`config.mk`:
```
export PLATFORM = sky130hd
export DESIGN_NAME = pulse_width_decoder
export DESIGN_NICKNAME = d
export VERILOG_FILES = /design/src/rtl/pulse_width_decoder_pkg.sv /design/src/rtl/pulse_width_decoder_saturating_counter.sv /design/src/rtl/pulse_width_decoder.sv
export SDC_FILE = /design/constraint.sdc
export NUM_CORES = 1
export LEC_CHECK = 0
export BUFFER_PORTS_ARGS = -buffer_cell sky130_fd_sc_hd__buf_2
export CAP_MARGIN = 20
export CORE_MARGIN = 2
export CORE_UTILIZATION = 50
export CTS_CLUSTER_DIAMETER = 40
export CTS_CLUSTER_SIZE = 20
export DETAILED_ROUTE_END_ITERATION = 8
export PLACE_DENSITY = 0.74
export SYNTH_ARGS = -nofsm -noshare
export SYNTH_HDL_FRONTEND = slang
export SYNTH_SLANG_ARGS = --single-unit
```
`constraint.sdc`:
```
create_clock -name clock -period 2.1 [get_ports clock]
set_input_delay 0.42 -clock clock [delete_from_list [all_inputs] [get_ports clock]]
set_output_delay 0.42 -clock clock [all_outputs]
set_load 0.01 [all_outputs]
```
`src/rtl/pulse_width_decoder_pkg.sv`:
```
// Shared types for the pulse width decoder.
// Holds the decoder FSM state encoding.
// Imported by the decoder top; no logic of its own.
package pulse_width_decoder_pkg;

    // ARMING is the reset state: a line already high when reset releases
    // must first be seen low before any pulse is measured.
    typedef enum logic [1:0] {
        ARMING  = 2'd0,
        IDLE    = 2'd1,
        MEASURE = 2'd2
    } state_t;

endpackage

```
`src/rtl/pulse_width_decoder_saturating_counter.sv`:
```
// Saturating up-counter: counts enabled cycles, sticks at MAX_VALUE.
// Latency: count/saturated update on the edge after clear/enable.
// Backpressure: none; clear has priority over enable.
//
// Ports: clock, resetn (async active-low), clear (return to 0),
//        enable (advance one step), count (current value),
//        saturated (an enable arrived while count was already MAX_VALUE).
module saturating_counter #(
    parameter  int MAX_VALUE = 255,
    localparam int WIDTH     = $clog2(MAX_VALUE + 1)
) (
    input  logic             clock,
    input  logic             resetn,
    input  logic             clear,
    input  logic             enable,
    output logic [WIDTH-1:0] count,
    output logic             saturated
);

    logic [WIDTH-1:0] count_q, count_d;
    logic             sat_q, sat_d;

    always_comb begin
        count_d = count_q;
        sat_d   = sat_q;
        if (clear) begin
            count_d = '0;
            sat_d   = 1'b0;
        end else if (enable) begin
            if (count_q == WIDTH'(MAX_VALUE)) begin
                sat_d = 1'b1;
            end else begin
                count_d = count_q + 1'b1;
            end
        end
    end

    always_ff @(posedge clock or negedge resetn) begin
        if (!resetn) begin
            count_q <= '0;
            sat_q   <= 1'b0;
        end else begin
            count_q <= count_d;
            sat_q   <= sat_d;
        end
    end

    assign count     = count_q;
    assign saturated = sat_q;

endmodule

```
`src/rtl/pulse_width_decoder.sv`:
```
// Pulse width decoder: rejects short glitches, measures accepted pulses.
// Latency: strobes and result appear 1 cycle after the first low sample.
// Backpressure: single-entry valid/ready result; a new result while full is dropped.
//
// Ports: clock, resetn (async active-low), pulse_in (level to decode),
//        pulse_out / glitch (accept / reject strobes), width and
//        width_saturated (held result), width_valid / width_ready (handshake),
//        dropped (accepted result discarded because the register was full).
module pulse_width_decoder
    import pulse_width_decoder_pkg::*;
#(
    parameter  int MIN_LENGTH  = 2,
    parameter  int MAX_LENGTH  = 255,
    localparam int COUNT_WIDTH = $clog2(MAX_LENGTH + 1)
) (
    input  logic                   clock,
    input  logic                   resetn,
    input  logic                   pulse_in,
    output logic                   pulse_out,
    output logic                   glitch,
    output logic [COUNT_WIDTH-1:0] width,
    output logic                   width_saturated,
    output logic                   width_valid,
    input  logic                   width_ready,
    output logic                   dropped
);

    state_t                 state_q, state_d;
    logic                   cnt_clear, cnt_en;
    logic [COUNT_WIDTH-1:0] cnt_count;
    logic                   cnt_sat;
    logic                   pulse_end;
    logic                   accept, reject;
    logic                   load_ok;

    logic                   pulse_out_q, glitch_q, dropped_q;
    logic                   width_valid_q, width_sat_q;
    logic [COUNT_WIDTH-1:0] width_q;

    // The counter sits at 0 whenever no pulse is in flight, so the first
    // high sample in IDLE simply enables it to reach 1.
    saturating_counter #(
        .MAX_VALUE (MAX_LENGTH)
    ) u_counter (
        .clock     (clock),
        .resetn    (resetn),
        .clear     (cnt_clear),
        .enable    (cnt_en),
        .count     (cnt_count),
        .saturated (cnt_sat)
    );

    always_ff @(posedge clock or negedge resetn) begin
        if (!resetn) begin
            state_q <= ARMING;
        end else begin
            state_q <= state_d;
        end
    end

    always_comb begin
        state_d   = state_q;
        cnt_clear = 1'b0;
        cnt_en    = 1'b0;
        pulse_end = 1'b0;
        case (state_q)
            ARMING: begin
                cnt_clear = 1'b1;
                if (!pulse_in) begin
                    state_d = IDLE;
                end
            end
            IDLE: begin
                if (pulse_in) begin
                    cnt_en  = 1'b1;
                    state_d = MEASURE;
                end else begin
                    cnt_clear = 1'b1;
                end
            end
            MEASURE: begin
                if (pulse_in) begin
                    cnt_en = 1'b1;
                end else begin
                    // This low sample ends the pulse and also re-arms, so a
                    // high on the very next sample starts a fresh measurement.
                    pulse_end = 1'b1;
                    cnt_clear = 1'b1;
                    state_d   = IDLE;
                end
            end
            default: begin
                state_d = ARMING;
            end
        endcase
    end

    assign accept  = pulse_end && (cnt_count >= COUNT_WIDTH'(MIN_LENGTH));
    assign reject  = pulse_end && !accept;
    // A consumer taking the held result this edge frees the slot for the new one.
    assign load_ok = !width_valid_q || width_ready;

    always_ff @(posedge clock or negedge resetn) begin
        if (!resetn) begin
            pulse_out_q   <= 1'b0;
            glitch_q      <= 1'b0;
            dropped_q     <= 1'b0;
            width_valid_q <= 1'b0;
            width_sat_q   <= 1'b0;
            width_q       <= '0;
        end else begin
            pulse_out_q <= accept;
            glitch_q    <= reject;
            dropped_q   <= accept && !load_ok;
            if (accept && load_ok) begin
                width_q       <= cnt_count;
                width_sat_q   <= cnt_sat;
                width_valid_q <= 1'b1;
            end else if (width_valid_q && width_ready) begin
                width_valid_q <= 1'b0;
            end
        end
    end

    assign pulse_out       = pulse_out_q;
    assign glitch          = glitch_q;
    assign dropped         = dropped_q;
    assign width_valid     = width_valid_q;
    assign width_saturated = width_sat_q;
    assign width           = width_q;

endmodule

```
* After elaboration in Yosys (flattened, before gate mapping)
Cells that the tools add are included.
** Word-level totals
- Bits in writable memories :: 0
- Output and inout bits :: 13
- Register bits after elaboration :: 24
- Memories :: 0
- Memory bits (read-only) :: 0
- Word-level logic and storage cells :: 51
- Bits in latches :: 0
- Bits of input ports :: 4
** Operators by class
- $add $sub $neg :: 1
- Equal/unequal tests :: 6
- Reductions and logical operators :: 18
- Shift operators :: 0
- Divide/modulo/power cells :: 0
- Multipliers :: 0
- Bitwise operators :: 0
- Muxes and demuxes :: 16
- $lt $le $gt $ge :: 1
** Operators by type and width (number)
- $mux 8 :: 3
- $mux 1 :: 9
- $add 8x1->8 const B :: 1
- $eq 8x8->1 const B :: 1
- $ge 8x2->1 const B :: 1
- $ne 2x2->1 const B :: 3
- $reduce_and 2->1 :: 3
- $reduce_bool 2->1 :: 3
- $logic_and 1x1->1 :: 5
- $mux 2 :: 2
- $pmux 2 s2 :: 1
- $reduce_or 2->1 :: 2
- $logic_not 1->1 :: 3
- $eq 2x1->1 const B :: 1
- $eq 2x2->1 const B :: 1
- $logic_not 2->1 :: 1
- $pmux 1 s2 :: 1
- $logic_or 1x1->1 :: 1

* Depth between registers and ports, before layout
- Depth after elaboration :: 5
- Gate-level depth with buffers :: 7
- Mapped depth without buffers :: 6

* Hierarchy
Synthesis repeated with hierarchy kept, for this count alone.
** Unflattened totals
- Cell total of the unflattened synthesis :: 103
- Area, all modules :: 1201.2 um2
** By module, submodules not included
- pulse_width_decoder :: cells each 56, seq. area each 375.4 um2, instances 1, area an instance 704.4 um2
- saturating_counter :: cells each 47, seq. area each 225.2 um2, instances 1, area an instance 496.7 um2

* Worst setup path after synthesis
OpenSTA, ideal clock, no wires.
- Path kind :: register -> register
- Start :: reg u_counter.count_q[0] (netlist: u_counter.count[0])
- End :: reg width_q[0] (netlist: width[0])
- Setup slack :: 0.077 ns
- Stages on the path, launching flop included :: 8
- Data arrival time :: 1.898 ns
- Clock period less this slack :: 2.023 ns
- Path buffers :: 1
- Library setup time :: 0.125 ns
- Required time :: 1.975 ns
- Cell sequence :: dfrtp_1 > inv_1 > ha_1 > or4_1 > o211ai_4 > nor2b_2 > buf_6 > mux2_4
** Between the ends
- Word-level cells in the longest chain between the ends :: 3
** RTL lines
- from (decl) :: RTL line pulse_width_decoder_saturating_counter.sv:20 : logic [WIDTH-1:0] count_q, count_d;
- from (signal assigned) :: RTL line pulse_width_decoder_saturating_counter.sv:43 : count_q <= count_d;
- $ge 8x2->1 :: RTL line pulse_width_decoder.sv:98 : assign accept = pulse_end && (cnt_count >= COUNT_WIDTH'(MIN_LENGTH));
- $logic_and 1x1->1 :: RTL line pulse_width_decoder.sv:98
- $logic_and 1x1->1 :: RTL line pulse_width_decoder.sv:115 : if (accept && load_ok) begin
- to (signal assigned) :: RTL line pulse_width_decoder.sv:116 : width_q <= cnt_count;
- to (decl) :: RTL line pulse_width_decoder.sv:38 : logic [COUNT_WIDTH-1:0] width_q;
Parallel ways exist; a longest one is shown, timed or not.
A chain may end at the register's enable or synchronous reset.

* Worst setup path after layout
- Start :: reg u_counter.count_q[0] (netlist: u_counter.count[0])
- End :: reg width_q[4] (netlist: width[4])
** Between the ends
- Word-level cells in the longest chain between the ends :: 3
** RTL lines (RTL line)
- $ge 8x2->1 :: pulse_width_decoder.sv:98
- $logic_and 1x1->1 :: pulse_width_decoder.sv:98
- $logic_and 1x1->1 :: pulse_width_decoder.sv:115
No other way between the ends.

==> key figures <==
Die
  • Count of standard-cell rows: 17
  • Die Wd: 53.14 um
  • Die span in y: 53.14 um
  • Initial standard-cell utilization of the core: 53.55%
  • Top Ports: 17
  • Area of the core: 2255 um^2
  • Die area: 2824 um^2

CTS
  • Num CTS Buffers: 3
  • Clock latency of the later-clocked register in the worst-skew pair: 0.33 ns
  • Number of levels the H-tree was split into: 1
  • Root cell of the clock tree: sky130_fd_sc_hd__clkbuf_4
  • TritonCTS clock tree: done
  • Hold bufs inserted after CTS: 0
  • Max Root-Sink Buffers: 2
  • Clk slew on worst S/H paths: 0.14 ns
  • Number of instances resized during post-cts repair: 0
  • Post-CTS setup-driven buffer insertion count: 0
  • Clock sink total: 24

Run
  • Number of max-cap violations: 0

Finish
  • Multi-input gate area in the final layout: 550.5 um^2
  • Fraction of layout cells with a size suffix above 1: 29.60%
  • Layout overhead on the synthesized area: 15.13%
  • Flip-flop and latch area: 600.6 um^2
  • Summed area of non-filler cells in the final layout: 1390 um^2
  • Filler Cells Inserted: 196
  • Layout Nets: 138
  • Number of antenna repair diodes: 0

Timing
  • Share of the clock period used by the worst path: 95.66%
  • Transition time at the pin with the least slew margin: 0.6066 ns
  • Unrepaired setup endpoints after global routing: no
  • Fin. Hold Viols: 0
  • Final Skew: 0.01149 ns
  • Final number of max-transition violations: 0
  • Final Critical Period: 2.009 ns
  • Slew margin rel.: 59.38%
  • Peak clock frequency supported by timing: 497.8 MHz
  • Setup Viol. Count Final: 0
  • Total Negative Setup Slacks: 0 ns

Routing
  • Routed length per instance: 14.15 um
  • Initial DRC count: 16
  • Via count: 844
  • Residual DRC: 0
  • Via count normalized by instance count: 5.516
  • Total length of routed wires: 2165 um
  • Drt pass-1 iters: 4
  • Routed Antenna Nets: 0

Global route
  • Number of global-route vias before repair: 834
  • Global-route track usage on met1: 25.41%
  • GRT Total Usage: 19.16%
  • Layer with the highest usage after global routing: met2
  • Wire length of the first global-routing pass: 3788 um
  • Fraction of met3 tracks used by global routing: 5.085%
  • Global routing usage on met2: 29.38%
  • Maximum number of pins on one net before global-route repair: 25
  • GRT overflow: 0
  • Antenna violations before repair: 0

Yosys
  • Biggest area consumer among synthesized cells: sky130_fd_sc_hd__dfrtp_1
  • Combinational family with the most area after synthesis: multiplexers
  • Number of enable flip-flop cells after synthesis: 0
  • Top-count cell post-synth: sky130_fd_sc_hd__dfrtp_1
  • Nets in the synthesized netlist: 115
  • Most frequent cells after synthesis: 24 x sky130_fd_sc_hd__dfrtp_1, 11 x sky130_fd_sc_hd__inv_1, 9 x sky130_fd_sc_hd__mux2_4, 8 x sky130_fd_sc_hd__ha_1, 6 x sky130_fd_sc_hd__a21oi_1
  • Xor-xnor portion of the synthesized cell area: 0%
  • Top area cells in the synthesized netlist: sky130_fd_sc_hd__dfrtp_1 50%, sky130_fd_sc_hd__mux2_4 11%, sky130_fd_sc_hd__ha_1 8.3%, sky130_fd_sc_hd__inv_1 3.4%, sky130_fd_sc_hd__a21oi_1 2.5%
  • Multiplexer share of the synthesized area: 12.95%
  • Number of instances in the synthesized netlist: 103
  • Part of the Yosys area used for sequential elements: 49.74%
  • Fraction of synthesis flops using an asynchronous set or reset pin: 100.0%
  • Mapped cell area: 1207 um^2
  • Synthesized-area fraction occupied by and/or/nand/nor cells: 11.61%
  • Compound-gate portion of the synthesized area: 12.75%
  • Top cell type's share of synthesized area: 49.74%
  • Synthesized flop and latch total: 24
  • Synthesized area per cell: 11.72 um^2
  • Ys Warns: 0
  • Number of distinct library cells after synthesis: 31
  • Post-synthesis adder-cell area fraction: 8.290%
  • Main synth FF type: sky130_fd_sc_hd__dfrtp_1

Status
  • Run status: completed

Placed design
  • # port buffers: 16
  • Final HPWL from detailed placement: 1618 um
  • Total cell area at the placement stage: 1338 um^2
  • Placer's final routability congestion estimate: 0.8356

Worst setup path
  • Reg-to-reg endpoint: width[4]
  • Largest fanout on the critical path: 9
  • Critical path endpoint category: register
  • Slack of the worst reg-to-reg path: 0.09 ns
  • Critical path arrival: 2.23 ns
  • Crit path launch type: register
  • Start of the worst register-to-register path: u_counter.count[0]
  • Kind of critical path: reg -> reg
  • CP required: 2.32 ns
  • Count of cells along the worst register-to-register path: 6

Hold path
  • Tightest Hold Check Type: in -> async

Power and ir drop
  • Lkg Pwr: 0.7004 nW
  • Overall power after layout: 1.382 mW
  • Maximum vdd ir drop: 561.6 uV
  • Total power divided by cell area: 994.0 nW/um^2
[sequential cells by signal (all words and copies together), names as in the netlist]
signal,flops
u_counter.count,8
pulse_out,1
width_valid,1
glitch,1
dropped,1
state_q,2
u_counter.saturated,1
width,8
width_saturated,1
[critical path: stages (launching register included)]
cell,delay [ns]
sky130_fd_sc_hd__dfrtp_1,0.38
sky130_fd_sc_hd__inv_1,0.05
sky130_fd_sc_hd__ha_1,0.18
sky130_fd_sc_hd__or4_1,0.58
sky130_fd_sc_hd__o211ai_4,0.22
sky130_fd_sc_hd__nor2b_2,0.17
sky130_fd_sc_hd__mux2_4,0.33
[routing by layer]
metal | routed length (um) | vias up
li1 | - | 414
met1 | 1048 | 403
met2 | 980 | 23
met3 | 104 | 4
met4 | 32 | 0
met5 | 0 | -
[power by group]
group	switching, mW	total (mW)	internal, mW
registers	0.0470	0.572	0.525
logic	0.268	0.473	0.204
clock network	0.144	0.337	0.193
[cell type report]
class                           count  area share [%]
Clock inverter                      1           2.160
Sequential cell                    24           43.20
Multi-Input combinational cell     66           39.60
Clock buffer                        3           1.620
Timing Repair Buffer               20           7.921
Inverter                           11           2.970
Tap cell                           28           2.520
[logic make-up (layout without fill, tap and decap cells)]
group                      Yosys count  after routing
and+or+nand+nor                     25             25
DFF                                 24             24
AOI/OAI and AO/OA                   22             22
buffers and inverters               13             35
muxes                               11             11
adders and majority gates            8              8
[placed cells by master (no fill, tap or decap)]
cell / Yosys / routed
sky130_fd_sc_hd__nor2_1: 4 / 4
sky130_fd_sc_hd__or3_1: 2 / 2
sky130_fd_sc_hd__nand2b_1: 2 / 2
sky130_fd_sc_hd__nor3_1: 4 / 4
sky130_fd_sc_hd__dfrtp_1: 24 / 24
sky130_fd_sc_hd__o221ai_1: 1 / 1
sky130_fd_sc_hd__bufinv_16: 0 / 1
sky130_fd_sc_hd__mux2_4: 9 / 9
sky130_fd_sc_hd__nor4_1: 1 / 1
sky130_fd_sc_hd__inv_1: 11 / 11
sky130_fd_sc_hd__buf_4: 0 / 4
sky130_fd_sc_hd__o41ai_1: 1 / 1
sky130_fd_sc_hd__a21o_1: 1 / 1
sky130_fd_sc_hd__nor2b_2: 1 / 1
sky130_fd_sc_hd__a31oi_1: 1 / 1
sky130_fd_sc_hd__o21ai_0: 5 / 5
sky130_fd_sc_hd__o31ai_1: 1 / 1
sky130_fd_sc_hd__buf_2: 0 / 16
sky130_fd_sc_hd__a21oi_1: 6 / 6
sky130_fd_sc_hd__a41oi_1: 1 / 1
sky130_fd_sc_hd__ha_1: 8 / 8
sky130_fd_sc_hd__o22a_1: 1 / 1
sky130_fd_sc_hd__o211ai_4: 1 / 1
sky130_fd_sc_hd__or4_1: 3 / 3
sky130_fd_sc_hd__mux2i_1: 1 / 1
sky130_fd_sc_hd__nand3_1: 2 / 2
sky130_fd_sc_hd__mux2_2: 1 / 1
sky130_fd_sc_hd__o22ai_1: 1 / 1
sky130_fd_sc_hd__nand2_1: 4 / 4
sky130_fd_sc_hd__nand4_1: 1 / 1
sky130_fd_sc_hd__o211ai_1: 2 / 2
sky130_fd_sc_hd__clkbuf_4: 0 / 3
sky130_fd_sc_hd__or4_4: 1 / 1
[worst max path at each step]
stage	start	to	slack, ns	cells past startpoint
finish	u_counter.count[0]	width[4]	0.09	6
global route	u_counter.count[0]	width[4]	0.02	6
CTS	u_counter.count[0]	width[4]	0.09	6
detailed placement	u_counter.count[0]	width[4]	0.11	6
global placement	u_counter.count[0]	width[1]	0.16	6
floorplan	u_counter.count[0]	width[0]	0.08	7
[metrics by stage]
stage	instances	util, %	worst slack, ns	hold WS [ns]
2_1_floorplan	103	-	0.07705	0.1244
3_3_place_gp	149	59.32	0.1637	0.4159
3_5_place_dp	149	59.32	0.1150	0.4295
4_1_cts	153	61.65	0.08696	0.05785
5_1_grt	153	61.65	0.01810	0.06940
6_report	153	61.65	0.09112	0.04458
Power figures use the tool's default switching activity.
